===== src/rtl/apb_slave_mem_if.sv =====
// APB3 bus bundle between a master and the apb_slave_mem completer.
// Signals: PSEL/PENABLE/PWRITE/PADDR/PWDATA (master -> slave),
//          PREADY/PRDATA/PSLVERR (slave -> master).
interface apb_slave_mem_if #(
    parameter int unsigned DATA_WIDTH = 32
);
    localparam int unsigned ADDR_WIDTH = 32;

    logic                  PSEL;
    logic                  PENABLE;
    logic                  PWRITE;
    logic [ADDR_WIDTH-1:0] PADDR;
    logic [DATA_WIDTH-1:0] PWDATA;
    logic                  PREADY;
    logic [DATA_WIDTH-1:0] PRDATA;
    logic                  PSLVERR;

    modport master (
        output PSEL, PENABLE, PWRITE, PADDR, PWDATA,
        input  PREADY, PRDATA, PSLVERR
    );

    modport slave (
        input  PSEL, PENABLE, PWRITE, PADDR, PWDATA,
        output PREADY, PRDATA, PSLVERR
    );
endinterface


===== src/rtl/apb_slave_mem.sv =====
// APB3 completer serving a MEM_DEPTH x DATA_WIDTH register memory with a
// fixed number of wait states, PSLVERR on misaligned accesses and a sideband
// pulse for master protocol violations.
// Ports: PCLK (clock), PRESETn (synchronous reset, asserted high),
//        apb (slave modport of the APB bus), proto_err (violation pulse).
module apb_slave_mem #(
    parameter int unsigned DATA_WIDTH  = 32,
    parameter int unsigned MEM_DEPTH   = 64,
    parameter int unsigned WAIT_CYCLES = 1
) (
    input  logic                 PCLK,
    input  logic                 PRESETn,
    apb_slave_mem_if.slave       apb,
    output logic                 proto_err
);
    localparam int unsigned IDX_W  = $clog2(MEM_DEPTH);
    localparam int unsigned ADDR_W = IDX_W + 2;
    localparam int unsigned CNT_W  = 4;

    typedef enum logic {
        S_IDLE,
        S_ACCESS
    } state_e;

    state_e                  state_q, state_d;
    logic [CNT_W-1:0]        cnt_q, cnt_d;
    logic [IDX_W-1:0]        addr_q, addr_d;
    logic                    write_q, write_d;
    logic [DATA_WIDTH-1:0]   wdata_q, wdata_d;
    logic                    err_q, err_d;
    logic                    pready_q, pready_d;
    logic [DATA_WIDTH-1:0]   prdata_q, prdata_d;
    logic                    pslverr_q, pslverr_d;
    logic                    proto_err_q, proto_err_d;
    logic [DATA_WIDTH-1:0]   mem_q [MEM_DEPTH];
    logic                    mem_we;

    logic                    setup;
    logic                    setup_err;
    logic [IDX_W-1:0]        paddr_idx;
    logic [DATA_WIDTH-1:0]   rd_setup;
    logic [DATA_WIDTH-1:0]   rd_latched;
    logic                    unused_paddr;

    assign setup        = apb.PSEL && !apb.PENABLE;
    assign setup_err    = (apb.PADDR[1:0] != 2'b00);
    assign paddr_idx    = apb.PADDR[ADDR_W-1:2];
    assign rd_setup     = mem_q[paddr_idx];
    assign rd_latched   = mem_q[addr_q];
    assign unused_paddr = ^apb.PADDR[31:ADDR_W];

    // State register
    always_ff @(posedge PCLK) begin
        if (PRESETn) begin
            state_q <= S_IDLE;
        end else begin
            state_q <= state_d;
        end
    end

    // Next-state logic; a setup phase seen in ACCESS restarts the transfer
    always_comb begin
        state_d = state_q;
        case (state_q)
            S_IDLE: begin
                if (setup) state_d = S_ACCESS;
            end
            S_ACCESS: begin
                if (!apb.PSEL)                    state_d = S_IDLE;
                else if (apb.PENABLE && pready_q) state_d = S_IDLE;
            end
            default: state_d = S_IDLE;
        endcase
    end

    // Output / datapath next values
    always_comb begin
        cnt_d       = cnt_q;
        addr_d      = addr_q;
        write_d     = write_q;
        wdata_d     = wdata_q;
        err_d       = err_q;
        pready_d    = pready_q;
        prdata_d    = prdata_q;
        pslverr_d   = pslverr_q;
        proto_err_d = 1'b0;
        mem_we      = 1'b0;

        if (setup) begin
            // Setup in ACCESS drops the old transfer and latches the new one
            if (state_q == S_ACCESS) proto_err_d = 1'b1;
            addr_d  = paddr_idx;
            write_d = apb.PWRITE;
            wdata_d = apb.PWDATA;
            err_d   = setup_err;
            if (WAIT_CYCLES == 0) begin
                cnt_d     = '0;
                pready_d  = 1'b1;
                pslverr_d = setup_err;
                prdata_d  = (!apb.PWRITE && !setup_err) ? rd_setup : '0;
            end else begin
                cnt_d     = CNT_W'(WAIT_CYCLES);
                pready_d  = 1'b0;
                pslverr_d = 1'b0;
                prdata_d  = '0;
            end
        end else begin
            case (state_q)
                S_IDLE: begin
                    // Only a selected slave treats a bare PENABLE as a violation
                    if (apb.PSEL && apb.PENABLE) proto_err_d = 1'b1;
                end
                S_ACCESS: begin
                    if (!apb.PSEL) begin
                        proto_err_d = 1'b1;
                        cnt_d       = '0;
                        pready_d    = 1'b0;
                        prdata_d    = '0;
                        pslverr_d   = 1'b0;
                    end else if (pready_q) begin
                        mem_we    = write_q && !err_q;
                        pready_d  = 1'b0;
                        prdata_d  = '0;
                        pslverr_d = 1'b0;
                    end else begin
                        if (cnt_q == CNT_W'(1)) begin
                            pready_d  = 1'b1;
                            pslverr_d = err_q;
                            prdata_d  = (!write_q && !err_q) ? rd_latched : '0;
                        end
                        if (cnt_q != '0) cnt_d = cnt_q - CNT_W'(1);
                    end
                end
                default: ;
            endcase
        end
    end

    // Datapath and memory registers
    always_ff @(posedge PCLK) begin
        if (PRESETn) begin
            cnt_q       <= '0;
            addr_q      <= '0;
            write_q     <= 1'b0;
            wdata_q     <= '0;
            err_q       <= 1'b0;
            pready_q    <= 1'b0;
            prdata_q    <= '0;
            pslverr_q   <= 1'b0;
            proto_err_q <= 1'b0;
            for (int i = 0; i < int'(MEM_DEPTH); i++) begin
                mem_q[i] <= '0;
            end
        end else begin
            cnt_q       <= cnt_d;
            addr_q      <= addr_d;
            write_q     <= write_d;
            wdata_q     <= wdata_d;
            err_q       <= err_d;
            pready_q    <= pready_d;
            prdata_q    <= prdata_d;
            pslverr_q   <= pslverr_d;
            proto_err_q <= proto_err_d;
            if (mem_we) mem_q[addr_q] <= wdata_q;
        end
    end

    assign apb.PREADY  = pready_q;
    assign apb.PRDATA  = prdata_q;
    assign apb.PSLVERR = pslverr_q;
    assign proto_err   = proto_err_q;
endmodule


===== src/flat_wrapper.sv =====
// flat-port wrapper written by rule: the top's interface ports become plain ports
module apb_slave_mem_flat 
#(
    parameter int unsigned DATA_WIDTH  = 32,
    parameter int unsigned MEM_DEPTH   = 64,
    parameter int unsigned WAIT_CYCLES = 1
)
  (PCLK, PRESETn, proto_err, apb_PSEL, apb_PENABLE, apb_PWRITE, apb_PADDR, apb_PWDATA, apb_PREADY, apb_PRDATA, apb_PSLVERR);
  apb_slave_mem_if #(.DATA_WIDTH(DATA_WIDTH)) apb_i ();
  input  logic PCLK;
  input  logic PRESETn;
  output logic proto_err;
  input wire logic [$bits(apb_i.PSEL)-1:0] apb_PSEL;
  input wire logic [$bits(apb_i.PENABLE)-1:0] apb_PENABLE;
  input wire logic [$bits(apb_i.PWRITE)-1:0] apb_PWRITE;
  input wire logic [$bits(apb_i.PADDR)-1:0] apb_PADDR;
  input wire logic [$bits(apb_i.PWDATA)-1:0] apb_PWDATA;
  output wire logic [$bits(apb_i.PREADY)-1:0] apb_PREADY;
  output wire logic [$bits(apb_i.PRDATA)-1:0] apb_PRDATA;
  output wire logic [$bits(apb_i.PSLVERR)-1:0] apb_PSLVERR;
  assign apb_i.PSEL = apb_PSEL;
  assign apb_i.PENABLE = apb_PENABLE;
  assign apb_i.PWRITE = apb_PWRITE;
  assign apb_i.PADDR = apb_PADDR;
  assign apb_i.PWDATA = apb_PWDATA;
  assign apb_PREADY = apb_i.PREADY;
  assign apb_PRDATA = apb_i.PRDATA;
  assign apb_PSLVERR = apb_i.PSLVERR;
  apb_slave_mem #(.DATA_WIDTH(DATA_WIDTH), .MEM_DEPTH(MEM_DEPTH), .WAIT_CYCLES(WAIT_CYCLES)) u_core (.PCLK(PCLK), .PRESETn(PRESETn), .apb(apb_i), .proto_err(proto_err));
endmodule

===== config.mk =====
export PLATFORM = sky130hd
export DESIGN_NAME = apb_slave_mem_flat
export DESIGN_NICKNAME = d
export VERILOG_FILES = /design/src/rtl/apb_slave_mem_if.sv /design/src/rtl/apb_slave_mem.sv /design/src/flat_wrapper.sv
export SDC_FILE = /design/constraint.sdc
export NUM_CORES = 2
export LEC_CHECK = 0
export ABC_AREA = 1
export ABC_CLOCK_PERIOD_IN_PS = 3500
export BUFFER_PORTS_ARGS = -buffer_cell sky130_fd_sc_hd__buf_2
export CAP_MARGIN = 20
export CORE_MARGIN = 2
export CORE_UTILIZATION = 50
export CTS_BUF_LIST = sky130_fd_sc_hd__clkbuf_8 sky130_fd_sc_hd__clkbuf_16
export DETAILED_ROUTE_END_ITERATION = 16
export PLACE_DENSITY_LB_ADDON = 0.05
export SYNTH_ARGS = -nofsm -noshare
export SYNTH_HDL_FRONTEND = slang
export SYNTH_SLANG_ARGS = --single-unit

===== constraint.sdc =====
create_clock -name PCLK -period 3.5 [get_ports PCLK]
set_clock_uncertainty 0.15 [all_clocks]
set_input_delay 0.175 -clock PCLK [delete_from_list [all_inputs] [get_ports PCLK]]
set_output_delay 0.175 -clock PCLK [all_outputs]
set_load 0.01 [all_outputs]

# ---- After elaboration in Yosys (flattened, before gate mapping)
# Memories as Yosys holds them, arrays and structs flattened. A register that Yosys moved wholly into a read port is not among the register bits.
# Cells that the tools add are included.
# W data, S select, Z words.
dict set report op_classes {
  add_sub_neg 1
  n_eq_ne 6
  mux 38
  bitwise 1
  n_reduce_logical 16
}
# operator n
set op_table {}
lappend op_table {{$mux W32} 5}
lappend op_table {{$reduce_or A32 Y1} 1}
lappend op_table {{$mux W1} 25}
lappend op_table {{$mux W6} 3}
lappend op_table {{$mux W4} 3}
lappend op_table {{$ne A3 B1 Y1 const B} 2}
lappend op_table {{$reduce_and A3 Y1} 2}
lappend op_table {{$logic_and A1 B1 Y1} 5}
lappend op_table {{$eq A4 B1 Y1 const B} 1}
lappend op_table {{$pmux W1 S2} 2}
lappend op_table {{$reduce_bool A2 Y1} 2}
lappend op_table {{$reduce_bool A4 Y1} 1}
lappend op_table {{$sub A4 B1 Y4 const B} 1}
lappend op_table {{$logic_not A1 Y1} 3}
lappend op_table {{$ne A3 B3 Y1 const B} 1}
lappend op_table {{$ne A2 B1 Y1 const B} 1}
lappend op_table {{$ne A2 B2 Y1 const B} 1}
lappend op_table {{$reduce_and A2 Y1} 1}
lappend op_table {{$reduce_or A2 Y1} 1}
lappend op_table {{$not A1 Y1} 1}
dict set report word_totals {
  register_bits 80
  ramBits 2048
  inputBits 69
  out_inout_bits 35
  wordCells 74
  memories 1
}
# memory depth word_bits read_ports rd_ports_with_merged_regs write_ports line
set memory_table {}
lappend memory_table {u_core.mem_q 64 32 1 1 64 apb_slave_mem.sv:35} ;# logic [DATA_WIDTH-1:0] mem_q [MEM_DEPTH];

# ---- Depth between registers and ports, before layout
dict set report logic_depth {
  ltp_word 11
  ltp_mapped 14
  ltp_nobuf 11
}

# ---- Worst setup path before layout
# No wires, ideal clock.
dict set report synth_path {
  path_type {flip-flop to flip-flop}
  start {register u_core.pready_q, in the netlist u_core.apb.PREADY}
  end {memory u_core.mem_q[4][0] (enable)}
  arrival_ns 2.230
  required_ns 2.961
  slack_ns 0.731
  stages_incl_launch_ff 10
  n_path_buf 1
  synth_period_minus_slack_ns 2.769
  path_cell_list {dfxtp_1 nand2_1 nor3_1 nand3_1 inv_1 nand2_1 nor3_4 nand2_1 buf_2 nand2_1}
}
# item line
set synth_lines {}
lappend synth_lines {{start, declared} apb_slave_mem.sv:31} ;# logic pready_q, pready_d;
lappend synth_lines {{start signal, assigned} apb_slave_mem.sv:160} ;# pready_q <= pready_d;
lappend synth_lines {{end, declared} apb_slave_mem.sv:35}

==> results.sh <==
export IMPL_reg2reg_setup_slack_ns=0.43
export IMPL_cell_chosen_for_the_clock_root="sky130_fd_sc_hd__clkbuf_16"
export IMPL_r2r_worst_path_cells=9
export IMPL_final_layout_size_suffix_gt1_share_pct=8.38
export IMPL_setup_worst_path_end_class="flop"
export IMPL_holdCritStartpoint="apb_PWDATA[10]"
export IMPL_boundaryPins=104
export IMPL_setup_worst_path_start_class="flop"
export IMPL_post_synth_instance_area_sq_mm=0.0944
export IMPL_min_to="u_core.wdata_q[10]"
export IMPL_final_core_util_pct=56.6
export IMPL_place_congestion=0.890
export IMPL_drt_antenna_violating_nets=0
export IMPL_placedCellCount=11700
export IMPL_clkTransAtPathRegs_ns=0.06
export IMPL_required_ns=3.89
export IMPL_max_cap_viol_count=0
export IMPL_worst_setup_path_type="flop to flop"
export IMPL_power_per_cell_area_mw_per_mm2=542
export IMPL_async_reset_ff_share_pct=0
export IMPL_routed_wire_length_per_instance_um=25.2
export IMPL_synthDominantAreaCellType="sky130_fd_sc_hd__edfxtp_1"
export IMPL_post_detailed_route_drc_marker_count=0
export IMPL_power_ir_vdd_worst_mv=0.413
export IMPL_ys_seq_area_share_pct=67.0
export IMPL_die_width_um=438
export IMPL_std_cell_rows=159
export IMPL_grt_antenna_before_repair=1
export IMPL_first_pass_iters=8
export IMPL_worstHoldPathType="input pin to flop"
export IMPL_postSynthRegisterBits=2134
export IMPL_synth_main_ff_cell="sky130_fd_sc_hd__edfxtp_1"
export IMPL_placeableCoreArea_sq_mm=0.188
export IMPL_leading_cell_type_by_number_of_instances_after_synthesis="sky130_fd_sc_hd__nand2_1"
export IMPL_h_tree_depth=4
export IMPL_timing_critical_path_fanout_max=32
export IMPL_hold_violations=0
export IMPL_final_clock_period_utilization_by_the_worst_path_pct=87.8
export IMPL_totalWireLength_mm=308
export IMPL_num_nets_final=9612
export IMPL_design_die_area_sq_mm=0.192
export IMPL_whs_path_depth=4
export IMPL_grt_setup_unrepaired="no"
export IMPL_finalMaxSlewViolations=0
export IMPL_number_of_sinks_on_the_clock_net=2134
export IMPL_timing_hold_ws_ns=0.0589
export IMPL_post_dp_cell_area_sq_mm=0.0985
export IMPL_cts_inserted_buffers=221
export IMPL_slew_headroom_pct=23.0
export IMPL_stdcell_area_sq_mm=0.106
export IMPL_fmax_ghz=0.325
export IMPL_critical_path_reg2reg_endpoint="u_core.mem_q[0][27]"
export IMPL_grt_ovfl_total=0
export IMPL_cp_buffers_inverters=2
export IMPL_groute_usage_overall_pct=31.7
export IMPL_avgViaCountPerCell=5.78
export IMPL_synth_area_leaders="sky130_fd_sc_hd__edfxtp_1 (65%), sky130_fd_sc_hd__nand2_1 (10%), sky130_fd_sc_hd__nand3_1 (9.9%), sky130_fd_sc_hd__nor2_1 (8.2%), sky130_fd_sc_hd__clkbuf_1 (2.4%)"
export IMPL_worst_slew_pin_slew_ns=1.15
export IMPL_syn_instance_count=9676
export IMPL_postSynthNetCount=9747
export IMPL_layoutNonFillerInstCount=12200
export IMPL_max_stage_delay_ns=0.62
export IMPL_ys_top_cells_by_count="sky130_fd_sc_hd__nand2_1 (2521), sky130_fd_sc_hd__nor2_1 (2059), sky130_fd_sc_hd__edfxtp_1 (2048), sky130_fd_sc_hd__nand3_1 (1870), sky130_fd_sc_hd__clkbuf_1 (599)"
export IMPL_grt_pass1_wl_mm=449
export IMPL_clockBufferDepth=3
export IMPL_post_cts_setup_buffer_count=0
export IMPL_floorplan_die_height_um=438
export IMPL_setup_viol=0
export IMPL_drt_iter0_markers=9111
export IMPL_worst_path_most_repeated_cell="sky130_fd_sc_hd__nand2_1"
export IMPL_power_leakage_nw=39.2
export IMPL_cpMaxStageDelayCell="sky130_fd_sc_hd__nor3_4"
export IMPL_port_buffers=79
export IMPL_vias=70700
export IMPL_effective_utilization_at_floorplan_pct=50.3
export IMPL_crit_chain="nand2_1 > nor3_1 > nand3_1 > inv_1 > nand2_1 > nor3_4 > nand2_1 > nand2_1 > buf_12"
export IMPL_yosys_warnings=0
export IMPL_crit_arrival_ns=3.46
export IMPL_run_status="finished, final reports clean"
export IMPL_insertion_delay_ns=0.88
export IMPL_maximum_number_of_pins_on_one_net_before_global_route_repair=116
export IMPL_setup_tns_final_ns=0
export IMPL_critical_path_top_delay_family="simple AND/OR/NAND/NOR gates"
export IMPL_estimated_wirelength_of_the_detail_placed_design_mm=180
export IMPL_grt_pass1_vias=66300
export IMPL_area_growth_synth_to_final_pct=12.6
export IMPL_syn_mean_instance_area_sq_um=9.76
export IMPL_period_needed_ns=3.07
export IMPL_tritoncts="done"
export IMPL_share_of_the_synthesized_area_in_the_top_cell_type_pct=65.2
export IMPL_fillers=16300
export IMPL_synth_edff_count=2048
export IMPL_worstReg2RegStart="u_core.apb.PREADY"
export IMPL_post_synth_num_cell_types=21
==> where the power goes <==
group          switching, mW  internal (mW)
sequential             0.258           28.7
combinational           4.39           1.38
clock                   9.91           12.9
==> flip-flops by register name, summed over array words and instances, names as in the netlist, named ones only <==
register and cells:
u_core.err_q 1, u_core.state_q 1, u_core.cnt_q 4, u_core.wdata_q 32, u_core.proto_err 1, u_core.addr_q 6
u_core.mem_q 2048, u_core.apb.PREADY 1, u_core.apb.PRDATA 32, u_core.write_q 1, u_core.apb.PSLVERR 1
==> placed cells by master, fill, tap and decap left out <==
cell / instances
sky130_fd_sc_hd__dfxtp_4: 4
sky130_fd_sc_hd__dfxtp_1: 80
sky130_fd_sc_hd__a22oi_1: 1
sky130_fd_sc_hd__ha_1: 2
sky130_fd_sc_hd__nor2_2: 7
sky130_fd_sc_hd__bufinv_16: 11
sky130_fd_sc_hd__inv_1: 85
sky130_fd_sc_hd__clkbuf_8: 14
sky130_fd_sc_hd__clkinv_2: 67
sky130_fd_sc_hd__inv_4: 2
sky130_fd_sc_hd__nor4_2: 1
sky130_fd_sc_hd__buf_2: 79
sky130_fd_sc_hd__nand4_1: 1
sky130_fd_sc_hd__nor3_1: 2
sky130_fd_sc_hd__diode_2: 6
sky130_fd_sc_hd__clkinvlp_4: 1
sky130_fd_sc_hd__o21ai_0: 47
sky130_fd_sc_hd__a21oi_1: 74
sky130_fd_sc_hd__dfxtp_2: 2
sky130_fd_sc_hd__inv_8: 3
sky130_fd_sc_hd__dlygate4sd3_1: 76
sky130_fd_sc_hd__nor2_1: 2059
sky130_fd_sc_hd__buf_4: 275
sky130_fd_sc_hd__nor3_2: 8
sky130_fd_sc_hd__clkinv_8: 3
sky130_fd_sc_hd__inv_6: 1
sky130_fd_sc_hd__clkbuf_16: 230
sky130_fd_sc_hd__clkinv_1: 49
sky130_fd_sc_hd__nand3_1: 1870
sky130_fd_sc_hd__inv_2: 4
sky130_fd_sc_hd__edfxtp_1: 2048
sky130_fd_sc_hd__xor2_1: 1
sky130_fd_sc_hd__buf_12: 101
sky130_fd_sc_hd__nand2_1: 2521
sky130_fd_sc_hd__nor3_4: 2
==> area by class of cell <==
class | instances | area, sq um | area share [%]
well taps | 2495 | 3120 | 2.94
multi-input cells | 6596 | 27400 | 25.8
repair buffers | 531 | 5240 | 4.93
clock inverters | 169 | 1010 | 0.954
diodes | 6 | 15.0 | 0.0141
flip-flops and latches | 2134 | 63200 | 59.5
clock buffers | 244 | 5950 | 5.60
inverters | 57 | 282 | 0.265
==> through the flow <==
step / power [mW] / worst slack, ns
6_report: 57.5 / 0.426
5_1_grt: 59.1 / 0.244
4_1_cts: 57.7 / 0.514
3_5_place_dp: 35.1 / 0.433
3_3_place_gp: 35.1 / 0.430
2_1_floorplan: 32.5 / 0.731
==> repair_timing <==
| item | in CTS | in global routing |
|---|---|---|
| resized for setup | 0 | 0 |
| endpoints found under the hold margin | 86 | 0 |
| hold buffers | 76 | 0 |
==> kinds of logic after synthesis <==
group | after synthesis | share of synthesized area (%)
and+or+nand+nor | 6471 | 28.3
AOI/OAI and AO/OA | 122 | 0.650
adders and majority gates | 2 | 0.0265
buffers and inverters | 946 | 4.06
DFF | 2134 | 67.0
xor gates and xnor gates | 1 | 0.00928
==> worst max path at each step <==
stage,cells after the start,startpoint,endpoint,slack (ns)
after global placement,13,apb_PSEL,u_core.mem_q[57][21],0.43
after CTS,9,u_core.apb.PREADY,u_core.mem_q[57][0],0.51
after detailed placement,13,apb_PSEL,u_core.mem_q[57][21],0.43
final,9,u_core.apb.PREADY,u_core.mem_q[0][27],0.43
after global routing,13,flop,u_core.apb.PRDATA[10],0.24
after floorplan,9,u_core.apb.PREADY,u_core.mem_q[4][0],0.73
==> layer usage <==
metal	global-route usage, %	share of wire (%)
met1	45.6	42
met2	49.1	46
met3	4.61	8.6
met4	11.8	3.7
met5	0	0
==> worst min-delay path, stage by stage <==
cell	delay, ns
sky130_fd_sc_hd__dlygate4sd3_1	0.52
sky130_fd_sc_hd__buf_2	0.09
sky130_fd_sc_hd__o21ai_0	0.11
sky130_fd_sc_hd__a21oi_1	0.13
No activity file was read; power rests on OpenSTA's default activity.
